`src/rtl/uart_tx_arbiter.sv`:
```
// uart_tx_arbiter: picks one pending byte at a time and hands it to a UART transmitter.
// Define UART_TX_ARB_HIPRI_EN to give requester 0 absolute priority; the rest stay round-robin.
module uart_tx_arbiter #(
  parameter int NUM_REQ = 4,
  parameter int TIMEOUT = 65535
) (
  input  logic                       clk,
  input  logic                       nReset,
  input  logic [NUM_REQ-1:0]         req_valid,
  input  logic [NUM_REQ*8-1:0]       req_data,
  output logic [NUM_REQ-1:0]         req_ready,
  output logic [7:0]                 tx_data,
  output logic                       tx_valid,
  input  logic                       tx_done,
  output logic                       busy,
  output logic [$clog2(NUM_REQ)-1:0] grant_id,
  output logic                       timeout_err,
  input  logic                       err_clr
);

  localparam int IdW = $clog2(NUM_REQ);
  localparam int CandW = IdW + 1;
  localparam logic [15:0] TimeoutLimit = 16'(TIMEOUT);
  localparam logic [IdW-1:0] LastId = IdW'(NUM_REQ - 1);
  localparam logic [CandW-1:0] NumReqC = CandW'(NUM_REQ);

  typedef enum logic [1:0] {IDLE, LOAD, WAIT} stateT;

  stateT          state;
  logic [15:0]    watchdog;
  logic [15:0]    watchdogNext;
  logic [7:0]     reqByte [NUM_REQ];
  logic           anyValid;
  logic [IdW-1:0] winner;
  logic [CandW-1:0] cand;

  genvar gi;
  generate
    for (gi = 0; gi < NUM_REQ; gi++) begin : gUnpack
      assign reqByte[gi] = req_data[gi*8 +: 8];
    end
  endgenerate

  assign anyValid = |req_valid;

  // Walk the search order backwards so the nearest requester after grant_id is written last.
  always_comb begin
    winner = grant_id;
    cand   = '0;
    for (int k = NUM_REQ; k >= 1; k--) begin
      cand = {1'b0, grant_id} + CandW'(k);
      if (cand >= NumReqC) begin
        cand = cand - NumReqC;
      end
      if (req_valid[cand[IdW-1:0]]) begin
        winner = cand[IdW-1:0];
      end
    end
`ifdef UART_TX_ARB_HIPRI_EN
    if (req_valid[0]) begin
      winner = '0;
    end
`endif
  end

  // Ready is the same-cycle accept of the handshake, so it cannot be registered.
  always_comb begin
    req_ready = '0;
    if (nReset && state == IDLE && anyValid) begin
      req_ready[winner] = 1'b1;
    end
  end

  assign watchdogNext = (watchdog == 16'hFFFF) ? watchdog : watchdog + 16'd1;

  always_ff @(posedge clk) begin
    if (!nReset) begin
      state       <= IDLE;
      tx_valid    <= 1'b0;
      tx_data     <= 8'h00;
      busy        <= 1'b0;
      timeout_err <= 1'b0;
      watchdog    <= 16'd0;
      grant_id    <= LastId;
    end else begin
      tx_valid <= 1'b0;
      if (err_clr) begin
        timeout_err <= 1'b0;
      end
      case (state)
        IDLE: begin
          if (anyValid) begin
            tx_data  <= reqByte[winner];
            grant_id <= winner;
            tx_valid <= 1'b1;
            busy     <= 1'b1;
            state    <= LOAD;
          end
        end
        LOAD: begin
          watchdog <= 16'd0;
          state    <= WAIT;
        end
        WAIT: begin
          watchdog <= watchdogNext;
          // A completion in the same cycle as the limit counts as success.
          if (tx_done) begin
            busy  <= 1'b0;
            state <= IDLE;
          end else if (watchdogNext >= TimeoutLimit) begin
            timeout_err <= 1'b1;
            busy        <= 1'b0;
            state       <= IDLE;
          end
        end
        default: begin
          busy  <= 1'b0;
          state <= IDLE;
        end
      endcase
    end
  end

endmodule

```
`config.mk`:
```
export PLATFORM = sky130hd
export DESIGN_NAME = uart_tx_arbiter
export DESIGN_NICKNAME = d
export VERILOG_FILES = /design/src/rtl/uart_tx_arbiter.sv
export SDC_FILE = /design/constraint.sdc
export NUM_CORES = 1
export LEC_CHECK = 0
export ABC_AREA = 1
export CAP_MARGIN = 30
export CORE_MARGIN = 3
export CORE_UTILIZATION = 40
export DETAILED_ROUTE_END_ITERATION = 16
export PLACE_DENSITY = 0.67
export SLEW_MARGIN = 20
export SYNTH_ARGS = -nofsm -noshare
export SYNTH_HDL_FRONTEND = slang
export SYNTH_SLANG_ARGS = --single-unit
```
`constraint.sdc`:
```
create_clock -name clk -period 6.58 [get_ports clk]
set_clock_uncertainty 0.15 [all_clocks]
set_input_delay 1.316 -clock clk [delete_from_list [all_inputs] [get_ports clk]]
set_output_delay 1.316 -clock clk [all_outputs]
set_load 0.01 [all_outputs]
```
==> results.cfg <==
[grt]
gr-max-usage-layer = met2
met1_usage_pct = 26.6
grt-ovfl-total = 0
grt_pass1_wl_mm = 9.83
use_met2_pct = 29.8
grt_util_all_layers_pct = 19.2
grt_pass1_vias = 2130
antenna_found_initial = 0
grt_use_met3_pct = 5.21
grt_max_degree = 21

[setup_path]
timing.rr.start = watchdog[0]
critPathRequiredTime_ns = 5.11
crit_fanout = 20
worstPathBufferInverterCount = 4
crit_path_end_kind = output pin
crit_slowest_cell = clkdlybuf4s50_1
crit_family = buffers and inverters
worstSetupStartpointType = primary input
critPathArrivalTime_ns = 3.50
reg2reg_slack_ns = 4.17
path_class = primary input to output pin
cp-startpoint = nReset
cpPeakStageDelay_ns = 0.67
path_cells = clkdlybuf4s50_1 -> inv_1 -> nor2_1 -> inv_1 -> nor3_1 -> clkdlybuf4s50_1

[power_and_ir_drop]
p_per_area_mw_per_mm2 = 329
p_sw_share_pct = 45.6
power.internal_uw = 527
power_switching_uw = 441
seqPwrFrac_pct = 26.0
p_comb_share_pct = 58.5
finalPower_uw = 968
power.share.clock_pct = 15.5
peakVddDrop_v = 0.000267
p_leak_uw = 0.00124

[final_layout]
diodes = 0
area_growth_pct = 30.4
drive_gt1_share_pct = 9.03
fin_nets = 477
final_area_mm2 = 0.00294
fillers = 559

[clock_tree]
clk_latency_ns = 0.28
cts_resized = 0
cts_tree = built
cts_setup_buffers = 0
cts_buffer_depth = 2
holdBufCountCts = 0
cts.sinks = 31
path_clk_slew_ns = 0.06
htreeDepth = 2
root_buffer = clkbuf_8
numCtsBuffers = 5

[sta]
fmaxAchievable_ghz = 0.201
rsz0062_at_grt = no
slew_viol_final = 0
worst_slack_ns = 1.62
finalSetupViolations = 0
relSlewSlack_pct = 57.6
hold_violations = 0
finalCritPeriodShare_pct = 75.4
hold_ws_ns = 0.315
finalCriticalPeriod_ns = 4.96
worstMarginPinSlew_ns = 0.635
finalSetupTns_ns = 0

[synthesis]
ys_seq_elements = 31
yosysSeqAreaShare_pct = 27.5
synth_edf_count = 0
synth_area_leaders = dfxtp_1 (28%), nand2_1 (22%), nand3_1 (7.8%)
syn_area_mm2 = 0.00225
synth_most_common_cell = nand2_1
yosysTopAreaCell = dfxtp_1
yosys-top-cells-count = nand2_1 (135), nor2_1 (44), nand3_1 (35)
async_flop_share_pct = 0
syn_nets = 423
synth_cell_types = 30
syn_inst = 378
ys.flop_type = dfxtp_1
yosys_warnings = 0
synth.top_cell.area_share_pct = 27.5
avgSynthCellArea_um2 = 5.96

[floorplan]
io_pins = 57
die_w_um = 81.1
coreArea_mm2 = 0.00527
start_util_pct = 42.8
die_y_um = 81.1
dieArea_mm2 = 0.00657
num_rows = 26

[min_path]
min_path_type = flip-flop to flip-flop
hp-start = timeout_err

[route]
vias = 2390
routed_wl_mm = 5.83
routedWlPerCell_um = 11.6
drtAntennaViolNets = 0
vias_per_cell = 4.76
drc = 0
first_iter_violations = 125
dr.pass1.iters = 5

[place]
dpl-instance-area_mm2 = 0.00285
io_buffers = 56
post-dp-hpwl_mm = 4.55
pre_cts_slack_ns = 1.55
gp_congestion = 0.859

[run_status]
status = finished clean

[flow_run]
max_cap_viol_count = 0
power groups by stage:
stage / Clock (µW) / Combinational [µW] / Sequential [µW]
global route: 165 / 640 / 259
finish: 150 / 567 / 252
global placement: 0 / 568 / 256
CTS: 154 / 576 / 252
detailed placement: 0 / 574 / 255
floorplan: 0 / 389 / 263
tightest hold or removal path, delay by kind of cell (launching register included):
kind	cells	cell delay [ns]
flip-flops	1	0.31
AND/OR/NAND/NOR	1	0.06
AO/OA/AOI/OAI	1	0.05
layout by cell type (no fill, tap or decap), types with 4 or more instances in the layout:
| cell type | count |
|---|---|
| dfxtp_1 | 31 |
| inv_2 | 7 |
| nand2_2 | 6 |
| nand2_1 | 135 |
| a21oi_1 | 21 |
| nand3_1 | 35 |
| nor2_1 | 44 |
| nand4_1 | 4 |
| inv_1 | 31 |
| nor3_1 | 5 |
| nor2_4 | 7 |
| nand2_4 | 4 |
| clkdlybuf4s50_1 | 56 |
| o21ai_0 | 14 |
| ha_1 | 5 |
| clkbuf_8 | 6 |
per-stage QoR:
stage / std cells / util (%)
after floorplan: 378 / -
after global placement: 495 / 54.1
after detailed placement: 495 / 54.1
after CTS: 502 / 55.8
after global routing: 502 / 55.8
final: 502 / 55.8
worst paths after layout:
path | endpoint | cells past startpoint
setup reg to reg | state[1] | 14
setup / recovery | req_ready[3] | 6
hold reg to reg | timeout_err | 2
hold / removal | timeout_err | 2
cells by family after synthesis:
family / Yosys count / share of synthesized area [%]
buffers and inverters: 49 / 9.16
flip-flops: 31 / 27.5
XOR/XNOR: 5 / 1.94
adder cells (fa/ha/maj): 5 / 2.77
AND/OR/NAND/NOR: 246 / 48.8
AO/OA/AOI/OAI: 42 / 9.82
area by class of cell:
cell class / instances / area [µm²] / share of cell area (%)
Clock buffer: 6 / 82.6 / 2.81
Clock inverter: 1 / 5.00 / 0.170
Inverter: 39 / 149 / 5.06
Multi-Input combinational cell: 298 / 1430 / 48.6
Sequential cell: 31 / 621 / 21.1
Tap cell: 70 / 87.6 / 2.98
Timing Repair Buffer: 57 / 568 / 19.3
state kept, by name (all words and copies together) (netlist names):
signal / cells
busy: 1
grant_id: 2
state: 2
timeout_err: 1
tx_data: 8
tx_valid: 1
watchdog: 16
layer usage:
layer  wire, µm  up-vias
met1       2980     1039
met5          0        -
met4         76        0
li1           -     1301
met2       2550       42
met3        223        8
(Power assumes the default switching activity.)
